`src/rtl/membus_pkg.sv`:
```
// Shared PDP-6 memory bus definitions: initiator state encoding, address field
// positions and the Avalon/PDP word bit-order helpers used by initiators and responders.
package membus_pkg;

  typedef enum logic [2:0] {
    IDLE,
    REQ,
    RDWAIT,
    WRDATA,
    DONE
  } bus_state_e;

  localparam int WORD_W = 36;
  localparam int ADDR_W = 18;
  localparam int CNT_W  = 16;

  // Avalon address bit n carries PDP address bit 35-n, so PDP fields map to these slices.
  localparam int MA_HI  = 14;
  localparam int MA_LO  = 0;
  localparam int SEL_HI = 17;
  localparam int SEL_LO = 14;
  localparam int FMC_HI = 17;
  localparam int FMC_LO = 4;

  function automatic logic [0:WORD_W-1] avalon_to_pdp(input logic [WORD_W-1:0] w);
    logic [0:WORD_W-1] r;
    for (int i = 0; i < WORD_W; i++) begin
      r[i] = w[WORD_W-1-i];
    end
    return r;
  endfunction

  function automatic logic [WORD_W-1:0] pdp_to_avalon(input logic [0:WORD_W-1] p);
    logic [WORD_W-1:0] r;
    for (int i = 0; i < WORD_W; i++) begin
      r[WORD_W-1-i] = p[i];
    end
    return r;
  endfunction

endpackage

```
`src/rtl/membus_master_if.sv`:
```
// One PDP-6 membus port, seen from the initiator (master) or a responder (slave).
interface membus_master_if;

  logic          rq_cyc;
  logic          rd_rq;
  logic          wr_rq;
  logic [21:35]  ma;
  logic [18:21]  sel;
  logic          fmc_select;
  logic [0:35]   mb_out;
  logic          wr_rs;
  logic          addr_ack;
  logic          rd_rs;
  logic [0:35]   mb_in;

  modport master (
    output rq_cyc, rd_rq, wr_rq, ma, sel, fmc_select, mb_out, wr_rs,
    input  addr_ack, rd_rs, mb_in
  );

  modport slave (
    input  rq_cyc, rd_rq, wr_rq, ma, sel, fmc_select, mb_out, wr_rs,
    output addr_ack, rd_rs, mb_in
  );

endinterface

```
`src/rtl/membus_timeout.sv`:
```
// Saturating phase counter: cleared by load, advanced by enable, flags when it
// has reached the per-phase limit.
module membus_timeout #(
  parameter int WIDTH = 16
) (
  input  logic             clk,
  input  logic             reset,
  input  logic             load,
  input  logic             enable,
  input  logic [WIDTH-1:0] limit,
  output logic             expired
);

  logic [WIDTH-1:0] count;

  always_ff @(posedge clk or posedge reset) begin
    if (reset) begin
      count <= '0;
    end else if (load) begin
      count <= '0;
    end else if (enable && (count != '1)) begin
      count <= count + 1'b1;
    end
  end

  assign expired = (count >= limit);

endmodule

```
`src/rtl/membus_master.sv`:
```
// Avalon-MM slave to PDP-6 membus initiator: runs one read or write bus cycle per
// request and flags non-existent memory when the responder never answers.
module membus_master
  import membus_pkg::*;
#(
  parameter int ACK_TIMEOUT = 1000,
  parameter int RS_TIMEOUT  = 1000,
  parameter int WR_SETUP    = 4
) (
  input  logic                clk,
  input  logic                reset,
  input  logic [ADDR_W-1:0]   s_address,
  input  logic                s_read,
  input  logic                s_write,
  input  logic [WORD_W-1:0]   s_writedata,
  output logic [WORD_W-1:0]   s_readdata,
  output logic                s_waitrequest,
  input  logic                fmc_en,
  output logic                nxm,
  input  logic                nxm_clr,
  membus_master_if.master     bus
);

  bus_state_e state, state_next;

  logic [ADDR_W-1:0] addr_q;
  logic [WORD_W-1:0] data_q;
  logic [WORD_W-1:0] rd_buf;
  logic [WORD_W-1:0] readdata_q;
  logic              read_q;
  logic              fmc_q;
  logic              nxm_q;

  logic              request;
  logic              nxm_set;
  logic              phase_load;
  logic              phase_enable;
  logic              phase_expired;
  logic [CNT_W-1:0]  phase_limit;

  assign request = s_read | s_write;

  always_ff @(posedge clk or posedge reset) begin
    if (reset) begin
      state <= IDLE;
    end else begin
      state <= state_next;
    end
  end

  // Acknowledge beats the timeout when both land in the same cycle.
  always_comb begin
    state_next = state;
    case (state)
      IDLE: begin
        if (request) state_next = REQ;
      end
      REQ: begin
        if (bus.addr_ack)       state_next = read_q ? RDWAIT : WRDATA;
        else if (phase_expired) state_next = DONE;
      end
      RDWAIT: begin
        if (bus.rd_rs || phase_expired) state_next = DONE;
      end
      WRDATA: begin
        if (phase_expired) state_next = DONE;
      end
      DONE: begin
        state_next = IDLE;
      end
      default: begin
        state_next = IDLE;
      end
    endcase
  end

  always_comb begin
    bus.rq_cyc     = 1'b0;
    bus.rd_rq      = 1'b0;
    bus.wr_rq      = 1'b0;
    bus.ma         = '0;
    bus.sel        = '0;
    bus.fmc_select = 1'b0;
    bus.mb_out     = '0;
    bus.wr_rs      = 1'b0;
    s_waitrequest  = 1'b1;
    case (state)
      IDLE: begin
        s_waitrequest = request;
      end
      REQ: begin
        bus.rq_cyc     = 1'b1;
        bus.rd_rq      = read_q;
        bus.wr_rq      = ~read_q;
        bus.ma         = addr_q[MA_HI:MA_LO];
        bus.sel        = addr_q[SEL_HI:SEL_LO];
        bus.fmc_select = fmc_q;
      end
      WRDATA: begin
        bus.mb_out = avalon_to_pdp(data_q);
        bus.wr_rs  = phase_expired;
      end
      DONE: begin
        s_waitrequest = 1'b0;
      end
      default: begin
        s_waitrequest = 1'b1;
      end
    endcase
  end

  // One counter serves every phase; it restarts on each state change.
  always_comb begin
    phase_limit = '1;
    case (state)
      REQ:     phase_limit = CNT_W'(ACK_TIMEOUT);
      RDWAIT:  phase_limit = CNT_W'(RS_TIMEOUT);
      WRDATA:  phase_limit = CNT_W'(WR_SETUP);
      default: phase_limit = '1;
    endcase
  end

  assign phase_load   = (state_next != state);
  assign phase_enable = (state == REQ) || (state == RDWAIT) || (state == WRDATA);

  membus_timeout #(
    .WIDTH (CNT_W)
  ) u_timeout (
    .clk     (clk),
    .reset   (reset),
    .load    (phase_load),
    .enable  (phase_enable),
    .limit   (phase_limit),
    .expired (phase_expired)
  );

  // Responders strobe read data ahead of rd_rs, so the buffer accumulates every cycle.
  always_ff @(posedge clk or posedge reset) begin
    if (reset) begin
      addr_q     <= '0;
      data_q     <= '0;
      read_q     <= 1'b0;
      fmc_q      <= 1'b0;
      rd_buf     <= '0;
      readdata_q <= '0;
    end else begin
      case (state)
        IDLE: begin
          if (request) begin
            addr_q <= s_address;
            data_q <= s_writedata;
            read_q <= s_read;
            fmc_q  <= fmc_en && (s_address[FMC_HI:FMC_LO] == '0);
          end
        end
        REQ: begin
          if (bus.addr_ack) begin
            rd_buf <= '0;
          end else if (phase_expired && read_q) begin
            readdata_q <= '0;
          end
        end
        RDWAIT: begin
          if (bus.rd_rs) begin
            readdata_q <= rd_buf | pdp_to_avalon(bus.mb_in);
          end else if (phase_expired) begin
            readdata_q <= rd_buf;
          end else begin
            rd_buf <= rd_buf | pdp_to_avalon(bus.mb_in);
          end
        end
        default: begin
          rd_buf <= rd_buf;
        end
      endcase
    end
  end

  assign nxm_set = phase_expired &&
                   (((state == REQ) && !bus.addr_ack) || ((state == RDWAIT) && !bus.rd_rs));

  always_ff @(posedge clk or posedge reset) begin
    if (reset) begin
      nxm_q <= 1'b0;
    end else if (nxm_clr) begin
      nxm_q <= 1'b0;
    end else if (nxm_set) begin
      nxm_q <= 1'b1;
    end
  end

  assign s_readdata = readdata_q;
  assign nxm        = nxm_q;

endmodule
```
`src/flat_wrapper.sv`:
```
// flat-port wrapper written by rule: the top's interface ports become plain ports
module membus_master_flat import membus_pkg::*;
#(
  parameter int ACK_TIMEOUT = 1000,
  parameter int RS_TIMEOUT  = 1000,
  parameter int WR_SETUP    = 4
)
  (clk, reset, s_address, s_read, s_write, s_writedata, s_readdata, s_waitrequest, fmc_en, nxm, nxm_clr, bus_rq_cyc, bus_rd_rq, bus_wr_rq, bus_ma, bus_sel, bus_fmc_select, bus_mb_out, bus_wr_rs, bus_addr_ack, bus_rd_rs, bus_mb_in);
  membus_master_if bus_i ();
  input  logic clk;
  input  logic reset;
  input  logic [ADDR_W-1:0] s_address;
  input  logic s_read;
  input  logic s_write;
  input  logic [WORD_W-1:0] s_writedata;
  output logic [WORD_W-1:0] s_readdata;
  output logic s_waitrequest;
  input  logic fmc_en;
  output logic nxm;
  input  logic nxm_clr;
  output wire logic [$bits(bus_i.rq_cyc)-1:0] bus_rq_cyc;
  output wire logic [$bits(bus_i.rd_rq)-1:0] bus_rd_rq;
  output wire logic [$bits(bus_i.wr_rq)-1:0] bus_wr_rq;
  output wire logic [$bits(bus_i.ma)-1:0] bus_ma;
  output wire logic [$bits(bus_i.sel)-1:0] bus_sel;
  output wire logic [$bits(bus_i.fmc_select)-1:0] bus_fmc_select;
  output wire logic [$bits(bus_i.mb_out)-1:0] bus_mb_out;
  output wire logic [$bits(bus_i.wr_rs)-1:0] bus_wr_rs;
  input wire logic [$bits(bus_i.addr_ack)-1:0] bus_addr_ack;
  input wire logic [$bits(bus_i.rd_rs)-1:0] bus_rd_rs;
  input wire logic [$bits(bus_i.mb_in)-1:0] bus_mb_in;
  assign bus_rq_cyc = bus_i.rq_cyc;
  assign bus_rd_rq = bus_i.rd_rq;
  assign bus_wr_rq = bus_i.wr_rq;
  assign bus_ma = bus_i.ma;
  assign bus_sel = bus_i.sel;
  assign bus_fmc_select = bus_i.fmc_select;
  assign bus_mb_out = bus_i.mb_out;
  assign bus_wr_rs = bus_i.wr_rs;
  assign bus_i.addr_ack = bus_addr_ack;
  assign bus_i.rd_rs = bus_rd_rs;
  assign bus_i.mb_in = bus_mb_in;
  membus_master #(.ACK_TIMEOUT(ACK_TIMEOUT), .RS_TIMEOUT(RS_TIMEOUT), .WR_SETUP(WR_SETUP)) u_core (.clk(clk), .reset(reset), .s_address(s_address), .s_read(s_read), .s_write(s_write), .s_writedata(s_writedata), .s_readdata(s_readdata), .s_waitrequest(s_waitrequest), .fmc_en(fmc_en), .nxm(nxm), .nxm_clr(nxm_clr), .bus(bus_i));
endmodule
```
`config.mk`:
```
export PLATFORM = sky130hd
export DESIGN_NAME = membus_master_flat
export DESIGN_NICKNAME = d
export VERILOG_FILES = /design/src/rtl/membus_pkg.sv /design/src/rtl/membus_master_if.sv /design/src/rtl/membus_timeout.sv /design/src/rtl/membus_master.sv /design/src/flat_wrapper.sv
export SDC_FILE = /design/constraint.sdc
export NUM_CORES = 1
export LEC_CHECK = 0
export BUFFER_PORTS_ARGS = -buffer_cell sky130_fd_sc_hd__buf_4
export CORE_MARGIN = 4
export CORE_UTILIZATION = 52
export CTS_CLUSTER_DIAMETER = 60
export DETAILED_ROUTE_END_ITERATION = 6
export GPL_ROUTABILITY_DRIVEN = 0
export PLACE_DENSITY = 0.8
export SLEW_MARGIN = 20
export SYNTH_ARGS = -nofsm -noshare
export SYNTH_HDL_FRONTEND = slang
export SYNTH_SLANG_ARGS = --single-unit
```
`constraint.sdc`:
```
create_clock -name clk -period 6.1 [get_ports clk]
set_input_delay 0.61 -clock clk [delete_from_list [all_inputs] [get_ports clk]]
set_output_delay 0.61 -clock clk [all_outputs]
set_load 0.05 [all_outputs]
```
## Yosys cells after proc, flatten, opt, wreduce, memory -nomap -nowiden

Index checks and enable logic that the tools add are counted.

| word-level totals | value |
|---|---|
| bits in read-only memories | 0 |
| bits in latches | 0 |
| output and inout port bits | 98 |
| RAM bits | 0 |
| word-level logic and storage cells | 76 |
| bits of input ports | 98 |
| memories kept | 0 |
| flip-flop bits (word level) | 148 |

| cells by class | value |
|---|---|
| $add $sub $neg | 1 |
| divide/modulo/power cells | 0 |
| reduce and logical (&&, ||, !) cells | 21 |
| shifts and indexed selects | 0 |
| bitwise logic cells | 3 |
| $lt $le $gt $ge | 1 |
| eq/ne operators | 12 |
| mux-type cells | 29 |
| multipliers | 0 |

Operator list:

| cell | count |
|---|---|
| 36-bit 2-to-1 mux | 8 |
| 36-bit one-hot mux with 2 select lines | 2 |
| 36-bit OR | 1 |
| 16-bit 2-to-1 mux | 2 |
| 16-bit one-hot mux with 2 select lines | 1 |
| 16-bit by 1-bit adder with 16-bit output (second input constant) | 1 |
| 16-bit >= comparator | 1 |
| 16-bit != test (second input constant) | 1 |
| 15-bit 2-to-1 mux | 1 |
| 14-bit zero test | 1 |
| 3-bit 2-to-1 mux | 4 |
| 3-bit one-hot mux with 4 select lines | 1 |
| 2-bit != test (second input constant) | 5 |
| 1-bit 2-to-1 mux | 8 |
| 4-bit AND reduction | 2 |
| 3-bit by 2-bit == test with 1-bit output (second input constant) | 2 |
| 1-bit logical AND | 6 |
| 2-bit nonzero test | 3 |
| 1-bit logical OR | 4 |
| 4-bit 2-to-1 mux | 1 |
| 3-bit by 1-bit == test with 1-bit output (second input constant) | 1 |
| 3-bit == test (second input constant) | 1 |
| 3-bit zero test | 1 |
| 3-bit by 2-bit != test with 1-bit output (second input constant) | 1 |
| other kinds (7) | 8 |

## Longest topological paths before layout

Gate-level depths: netlist (run 1).

| depth | value |
|---|---|
| depth in word-level cells | 9 |
| depth in mapped cells | 11 |
| mapped depth without buffers | 9 |

## By module

A second synthesis (run 1) with hierarchy kept.

| unflattened totals | value |
|---|---|
| cells, all modules | 592 |
| area total of the unflattened synthesis | 7026.7 sq um |

By module, submodules not included:

| module | times used | area each (sq um) | sequential area each (sq um) | cells each |
|---|---|---|---|---|
| membus_master | 1 | 5739.3 | 3303.2 | 440 |
| membus_timeout | 1 | 1287.5 | 400.4 | 152 |

## Worst setup path after synthesis (run 1)

OpenSTA, ideal clock, no wires.

| timing path | value |
|---|---|
| path type | register to output |
| start point | register u_core.state[1] |
| end point | output port bus_wr_rs |
| path buffers | 1 |
| slack | 2.986 ns |
| stages on the path, launching flop included | 11 |
| data required time | 5.490 ns |
| data arrival time | 2.504 ns |
| cells stage by stage | dfrtp_1 -> buf_6 -> o21bai_4 -> inv_4 -> ha_1 -> nand4b_1 -> mux2i_1 -> o21ai_0 -> a41o_1 -> and2_1 -> nor2_1 |

| between the ends | value |
|---|---|
| cells in the longest elaborated chain, start to end | 5 |
| elaborated cells on any way between the ends | 7 |
| those cells by class | order compare (1); eq/ne (3); mux (2); reduce/logical (1) |

RTL lines:

| item | RTL line | source |
|---|---|---|
| from (decl) | membus_master.sv:24 | `bus_state_e state, state_next;` |
| from (signal assigned) | membus_master.sv:47 | `state <= state_next;` |
| 3-bit by 2-bit == test with 1-bit output or 3-bit by 1-bit == test with 1-bit output (tied branches) | membus_master.sv:115 | `case (state)` |
| 2-bit OR reduction (no line) | -- |  |
| 16-bit one-hot mux with 2 select lines | membus_master.sv:115 |  |
| 16-bit >= comparator | membus_timeout.sv:26 | `assign expired = (count >= limit);` |
| 1-bit 2-to-1 mux * | membus_master.sv:87 | `case (state)` |
| to (decl) | flat_wrapper.sv:28 | `output wire logic [$bits(bus_i.wr_rs)-1:0] bus_wr_rs;` |

Every way passes the cells marked *; elsewhere a longest branch is shown, timed or not.

## Final worst setup path (run 1)

| timing path | value |
|---|---|
| start point | register u_core.state[0] |
| end point | output port bus_wr_rs |

Same word-level chain as after synthesis.

==> metrics.md, run 1 <==
| Metric | Value |
|---|---|
| Full die area | `15070 µm²` |
| Drt pass-1 iters | `5` |
| Clk_lat worst skew | `0.42 ns` |
| Nets | `877` |
| Chip height | `122.8 µm` |
| Clk buf depth | `2` |
| GRT Util Overall | `24.62%` |
| #FFs+latches synth | `148` |
| WHS | `0.2890 ns` |
| Detailed Place HPWL | `12330 µm` |
| Worst path arrival time | `3.06 ns` |
| Number of post-CTS setup repair buffers | `0` |
| Global-route wire length before repair | `28920 µm` |
| ANT cells | `0` |
| CP top delay family | `compound AO/OA/AOI/OAI gates` |
| Core footprint | `12770 µm²` |
| Buf/Inv on CP | `2` |
| Met3 WL | `997 µm` |
| Async SR Flop Fraction | `100.0%` |
| FILL cells | `894` |
| Synth Net Count | `694` |
| Root Driver | `clkbuf_16` |
| Vias per inst | `5.777` |
| LEAKAGE | `4.231 nW` |
| Post-CTS Hold Buffers | `0` |
| Final Skew | `0.009734 ns` |
| Starting DRC count in detailed routing | `432` |
| Largest net degree at the start of global routing | `79` |
| Crit Path Max Fanout | `15` |
| Tot Pwr | `0.005253 W` |
| Worst slew pin tran | `0.9543 ns` |
| Final-report hold violation count | `0` |
| Number of flops mapped to enable cells by yosys | `0` |
| CTS resizes | `0` |
| CP max stage cell | `dfrtp_1` |
| Netlist cell types | `54` |
| Post-Syn Instances | `587` |
| Cts bufs inserted | `17` |
| CP endpoint kind | `primary output` |
| Most common cell after layout, fill and taps aside | `buf_4` |
| Pwr Density | `583.1 nW/µm²` |
| Startpoint types | `register` |
| Number of global-route vias before repair | `5852` |
| Crit path largest cell delay | `0.56 ns` |
| Main synth FF type | `dfrtp_1` |
| Port-buffer cells | `195` |
| Minimum clock period | `3.671 ns` |
| Io pins | `196` |
| Row count | `41` |
| Max Clock Freq | `272.4 MHz` |
| PnR worst setup slack | `2.429 ns` |
| # DRC | `0` |
| Maximum VDD drop | `0.3507 mV` |
| Rel. slew slack | `36.26%` |
| Cells along the critical path | `o21bai_4, inv_4, ha_1, nand4b_1, mux2i_1, o21ai_0, a41o_1, and2_1, nor2_1, buf_4` |
| Register area share after synthesis | `54.08%` |
| Commonest non-fill, non-tap cells in the layout | `buf_4, dfrtp_1, and2_1, mux2_2, a21oi_1` |
| Share of cells above drive strength 1 | `38.83%` |
| Area Overhead vs Synth | `31.55%` |
| RSZ-0062 raised after global routing | `no` |
| Top sig layer | `met4` |
| Setup TNS | `0 ns` |
| Met1 wire length | `7077 µm` |
| DRT antenna net count | `0` |
| Hold Crit Class | `in -> async` |
| DRT Wirelength | `18070 µm` |
| Via count of the routed design | `5517` |
| Wire per inst | `18.92 µm` |
| Syn Area/Cell | `11.67 µm²` |
| Setup-failing EPs final | `0` |
| Width of the die | `122.8 µm` |
| H-tree levels | `4` |
| WL met2 | `9521 µm` |
| Worst-path clk slew | `0.06 ns` |
| Part of the cycle the worst path needs | `60.18%` |
| Syn. warnings | `0` |
| Max-slew violations | `0` |
| Setup WS pre-CTS | `2.477 ns` |
| TritonCTS clock tree | `yes` |
| CTS sink count | `148` |
| Status | `complete, no violations` |
| Mapped Area | `6848 µm²` |
| Max cap viols | `0` |
| Initial antenna violation count | `0` |
| CP Data Required Time | `5.49 ns` |
| CP Class | `reg -> out` |
| Initial Utilization | `53.61%` |
| Grt ovf | `0` |
==> layout make-up <==
| class | instances | area [µm²] | share of cell area, % |
|---|---|---|---|
| sequential | 148 | 3704 | 41.11 |
| timing repair buffer | 203 | 1524 | 16.92 |
| clock inverter | 11 | 123.9 | 1.375 |
| multi-input combinational | 389 | 2933 | 32.56 |
| clock buffer | 21 | 460.4 | 5.111 |
| inverter | 11 | 48.80 | 0.5417 |
| tap | 172 | 215.2 | 2.389 |
==> worst paths after layout <==
| check | start | slack (ns) | end | depth (start not counted) |
|---|---|---|---|---|
| setup / recovery | u_core.state[0] | 2.43 | bus_wr_rs | 10 |
| hold / removal | reset | 0.29 | u_core.data_q[33] | 2 |
| setup reg to reg | u_core.state[0] | 2.97 | u_core.rd_buf[33] | 10 |
| hold reg to reg | u_core.s_readdata[21] | 0.49 | u_core.s_readdata[21] | 1 |
| max in group asynchronous | reset | 4.43 | u_core.s_readdata[10] | 3 |
| min in group clk | nxm_clr | 0.39 | u_core.nxm | 2 |
==> cells in the mapped netlist, types with 6 or more instances <==
cell type	number	area, µm²
nand2_1	23	86.33
buf_2	6	30.03
o2bb2ai_1	36	315.3
nor2_1	24	90.09
a211oi_1	10	75.07
nand4_1	7	43.79
a21oi_1	46	230.2
clkbuf_1	26	97.59
ha_1	9	112.6
xor2_1	8	70.07
inv_1	10	37.54
mux2_2	55	619.3
nand3_1	6	30.03
a22o_1	36	315.3
xnor2_1	7	61.31
and2_1	56	350.3
o21ai_0	6	30.03
dfrtp_1	148	3704
==> state kept, by name, indices dropped and copies added (netlist names) <==
signal / cells
u_core.data_q: 36
u_core.rd_buf: 36
u_core.s_readdata: 36
u_core.addr_q: 18
u_core.u_timeout.count: 16
u_core.state: 3
u_core.fmc_q: 1
u_core.nxm: 1
u_core.read_q: 1
==> routing by layer <==
layer  GRT usage [%]  vias up
met2           42.81      188
met4           10.01        0
met5               0        -
li1                -     2509
met1           29.58     2778
met3           5.484       42
==> stage by stage <==
stage | utilization, % | cells | area (µm²)
after floorplan | - | 587 | 6848
after global placement | 65.89 | 923 | 8417
after detailed placement | 65.89 | 923 | 8417
after CTS | 70.47 | 955 | 9001
after global routing | 70.53 | 955 | 9009
final | 70.53 | 955 | 9009
==> power by group <==
part / internal (W) / switching [W] / total, W
registers: 0.00139 / 0.000271 / 0.00166
logic: 0.000952 / 0.00161 / 0.00256
clock network: 0.000624 / 0.000403 / 0.00103
total: 0.00297 / 0.00229 / 0.00525
==> logic make-up after synthesis <==
logic type               synth area share [%]
multiplexers                            9.483
XOR/XNOR                                1.919
adder cells (fa/ha/maj)                 1.809
AO/OA/AOI/OAI                           16.94
buffers and inverters                   3.380
AND/OR/NAND/NOR                         12.39
flip-flops                              54.08
No activity file was read; power rests on OpenSTA's default activity.
==> inputs of run 2 (changes only) <==
CORE_UTILIZATION = 47   (was 52)
PLACE_DENSITY = 0.76   (was 0.8)
clock period = 3.12 ns   (was 6.1 ns; I/O delays follow)
==> run 2 against run 1 <==
  * Utilization is 4.8 points lower
  * Hold slack worse by 0.19 ns
  * Clock-buffer cell count is 3 lower
  * Via count is 1.4% higher
  * Routed wire length is 0.46% higher
  * Largest cell class unchanged
==> metrics.md, run 2 (synthesis results as in run 1) <==
| Metric | Value |
|---|---|
| Share of cells above drive strength 1 | `40.75% (was 38.83%)` |
| Initial antenna violation count | `0 (unchanged)` |
| Pwr Density | `1139 nW/µm² (was 583.1 nW/µm²)` |
| CP endpoint kind | `primary output (unchanged)` |
| GR Util met2 | `36.43% (was 42.81%)` |
| Chip height | `128.7 µm (was 122.8 µm)` |
| Max cap viols | `0 (unchanged)` |
| Vias per inst | `5.709 (was 5.777)` |
| Cells along the critical path | `o21bai_4, clkinv_4, ha_1, or4_1, o2111ai_1, a41o_1, and2_4, nor2_2, buf_6 (was o21bai_4, inv_4, ha_1, nand4b_1, mux2i_1, o21ai_0, a41o_1, and2_1, nor2_1, buf_4)` |
| Detailed Place HPWL | `12000 µm (was 12330 µm)` |
| Largest net degree at the start of global routing | `89 (was 79)` |
| Port-buffer cells | `195 (unchanged)` |
| GR Util met3 | `6.061% (was 5.484%)` |
| CP top delay family | `simple AND/OR/NAND/NOR gates (was compound AO/OA/AOI/OAI gates)` |
| Met1 Use GR | `27.18% (was 29.58%)` |
| Global-route wire length before repair | `28630 µm (was 28920 µm)` |
| Hold Crit Class | `in -> reg (was in -> async)` |
| Part of the cycle the worst path needs | `97.75%` |
| Initial Utilization | `48.58% (was 53.61%)` |
| CP max stage cell | `or4_1 (was dfrtp_1)` |
| Nets | `894 (was 877)` |
| Tot Pwr | `0.01056 W (was 0.005253 W)` |
| Fin cells | `980 (was 955)` |
| Starting DRC count in detailed routing | `440 (was 432)` |
| Reg2reg start | `u_core.state[1] (was u_core.state[0])` |
| Io pins | `196 (unchanged)` |
| Row count | `43 (was 41)` |
| Area Overhead vs Synth | `35.37% (was 31.55%)` |
| Area of the multi-input gates | `2967 µm² (was 2933 µm²)` |
| RSZ-0062 raised after global routing | `no (unchanged)` |
| Root Driver | `clkbuf_16 (unchanged)` |
| Minimum clock period | `3.050 ns` |
| Grt ovf | `0 (unchanged)` |
| Final Skew | `0.01895 ns (was 0.009734 ns)` |
| Max Clock Freq | `327.9 MHz` |
| Cts bufs inserted | `17 (unchanged)` |
| Via count of the routed design | `5595 (was 5517)` |
| Startpoint types | `register (unchanged)` |
| Clk_lat worst skew | `0.43 ns (was 0.42 ns)` |
| Worst path arrival time | `2.74 ns (was 3.06 ns)` |
| CP Class | `reg -> out (unchanged)` |
| Status | `complete, no violations (unchanged)` |
| R2R Setup Slk | `0.33 ns (was 2.97 ns)` |
| H-tree levels | `4 (unchanged)` |
| LEAKAGE | `4.343 nW (was 4.231 nW)` |
| Drt pass-1 iters | `5 (unchanged)` |
| Core footprint | `14100 µm² (was 12770 µm²)` |
| Cell count of the worst reg-to-reg path | `10 (unchanged)` |
| Post-CTS Hold Buffers | `0 (unchanged)` |
| DRT Wirelength | `18160 µm (was 18070 µm)` |
| DRT antenna net count | `0 (unchanged)` |
| Min-Delay Startpoint | `nxm_clr` |
| Maximum VDD drop | `0.8196 mV (was 0.3507 mV)` |
| FILL cells | `1070 (was 894)` |
| CTS sink count | `148 (unchanged)` |
| Buf/Inv on CP | `2 (unchanged)` |
| Crit path largest cell delay | `0.52 ns (was 0.56 ns)` |
| Clk buf depth | `2 (unchanged)` |
| GRT Util Overall | `21.75% (was 24.62%)` |
| Final-report hold violation count | `0 (unchanged)` |
| Reg2reg end | `u_core.rd_buf[15] (was u_core.rd_buf[33])` |
| Crit Path Max Fanout | `7 (was 15)` |
| Final Core Density | `65.76% (was 70.53%)` |
| CP Data Required Time | `2.81 ns (was 5.49 ns)` |
| Wire per inst | `18.53 µm (was 18.92 µm)` |
| ANT cells | `0 (unchanged)` |
| Width of the die | `128.7 µm (was 122.8 µm)` |
| TritonCTS clock tree | `yes (unchanged)` |
| Most common cell after layout, fill and taps aside | `buf_4 (unchanged)` |
| Commonest non-fill, non-tap cells in the layout | `buf_4, dfrtp_1, mux2_2, and2_1, a21oi_1 (was buf_4, dfrtp_1, and2_1, mux2_2, a21oi_1)` |
| Hold EP | `u_core.nxm` |
| Setup-failing EPs final | `0 (unchanged)` |
| Worst slew pin tran | `0.7912 ns (was 0.9543 ns)` |
| Full die area | `16570 µm² (was 15070 µm²)` |
| Number of global-route vias before repair | `5579 (was 5852)` |
| Max-slew violations | `0 (unchanged)` |
| Register area | `3705 µm² (was 3704 µm²)` |
| Setup TNS | `0 ns (unchanged)` |
| Rel. slew slack | `47.26% (was 36.26%)` |
| Inst Count DP | `939 (was 923)` |
| Gr busiest metal | `met2 (unchanged)` |
| # DRC | `0 (unchanged)` |
| WHS Path Cells | `2` |
| Worst-path clk slew | `0.06 ns (about the same)` |
run 2: changes by cell type in the layout (fill, tap and decap cells not counted), moves of 2 or more:
cell      before  now
buf_4        203  213
buf_12         0    4
clkinv_4       1    5
ha_1           9    6
ha_4           0    3
buf_6          0    2
clkbuf_1       2    0
inv_6          3    1
o21ai_0        6    4
o21ai_1        0    2
run 2: worst max-delay path by stage:
stage / from / endpoint / cells after the start / slack (ns)
CTS: u_core.state[1] / bus_wr_rs / 10 / 0.008
global route: u_core.state[1] / bus_wr_rs / 9 / 0.002
global placement: u_core.state[1] / u_core.s_readdata[20] / 10 / 0.47
finish: u_core.state[1] / bus_wr_rs / 9 / 0.07
floorplan: u_core.state[1] / bus_wr_rs / 10 / 0.30
detailed placement: u_core.state[1] / u_core.s_readdata[31] / 10 / 0.37
run 2: what timing repair did:
item,in CTS,in global routing
setup endpoints to repair,1,1
endpoints found under the hold margin,0,0
resized for setup,3,10
buffers inserted,0,9
pin swaps,0,4
run 2: worst reg2reg max path, stage by stage (launching register included):
cell and delay [ns]:
dfrtp_2 0.44, o21bai_4 0.20, clkinv_4 0.14, ha_1 0.22, or4_1 0.52, o2111ai_1 0.15
a41o_1 0.27, buf_4 0.13, nor4b_4 0.23, buf_12 0.24, a22o_1 0.20
run 2: final cells by class:
type / instances / area share, %
flip-flops and latches: 148 / 39.96
clock buffers: 18 / 4.737
repair buffers: 220 / 18.41
well taps: 180 / 2.429
multi-input cells: 389 / 32.00
clock inverters: 14 / 1.917
inverters: 11 / 0.5399
run 2: stage by stage:
step	instance area (µm²)	setup WS, ns	hold WS [ns]
detailed placement	8531	0.3727	0.4759
global placement	8531	0.4652	0.4760
CTS	9168	0.007701	0.08521
global route	9270	0.001567	0.08679
finish	9270	0.07014	0.1032
floorplan	6852	0.3045	0.4205
run 2: metal layers:
metal / share of wire [%] / up-vias
met1: 40 / 2764
met2: 51 / 241
met4: 2.8 / 0
met3: 6.3 / 42
li1: - / 2548
met5: 0 / -
run 2: power breakdown:
group	leakage, nW	switching [W]	internal (W)
Combinational	2.21	0.00323	0.00203
Clock	0.294	0.000819	0.00129
Sequential	1.84	0.000471	0.00272
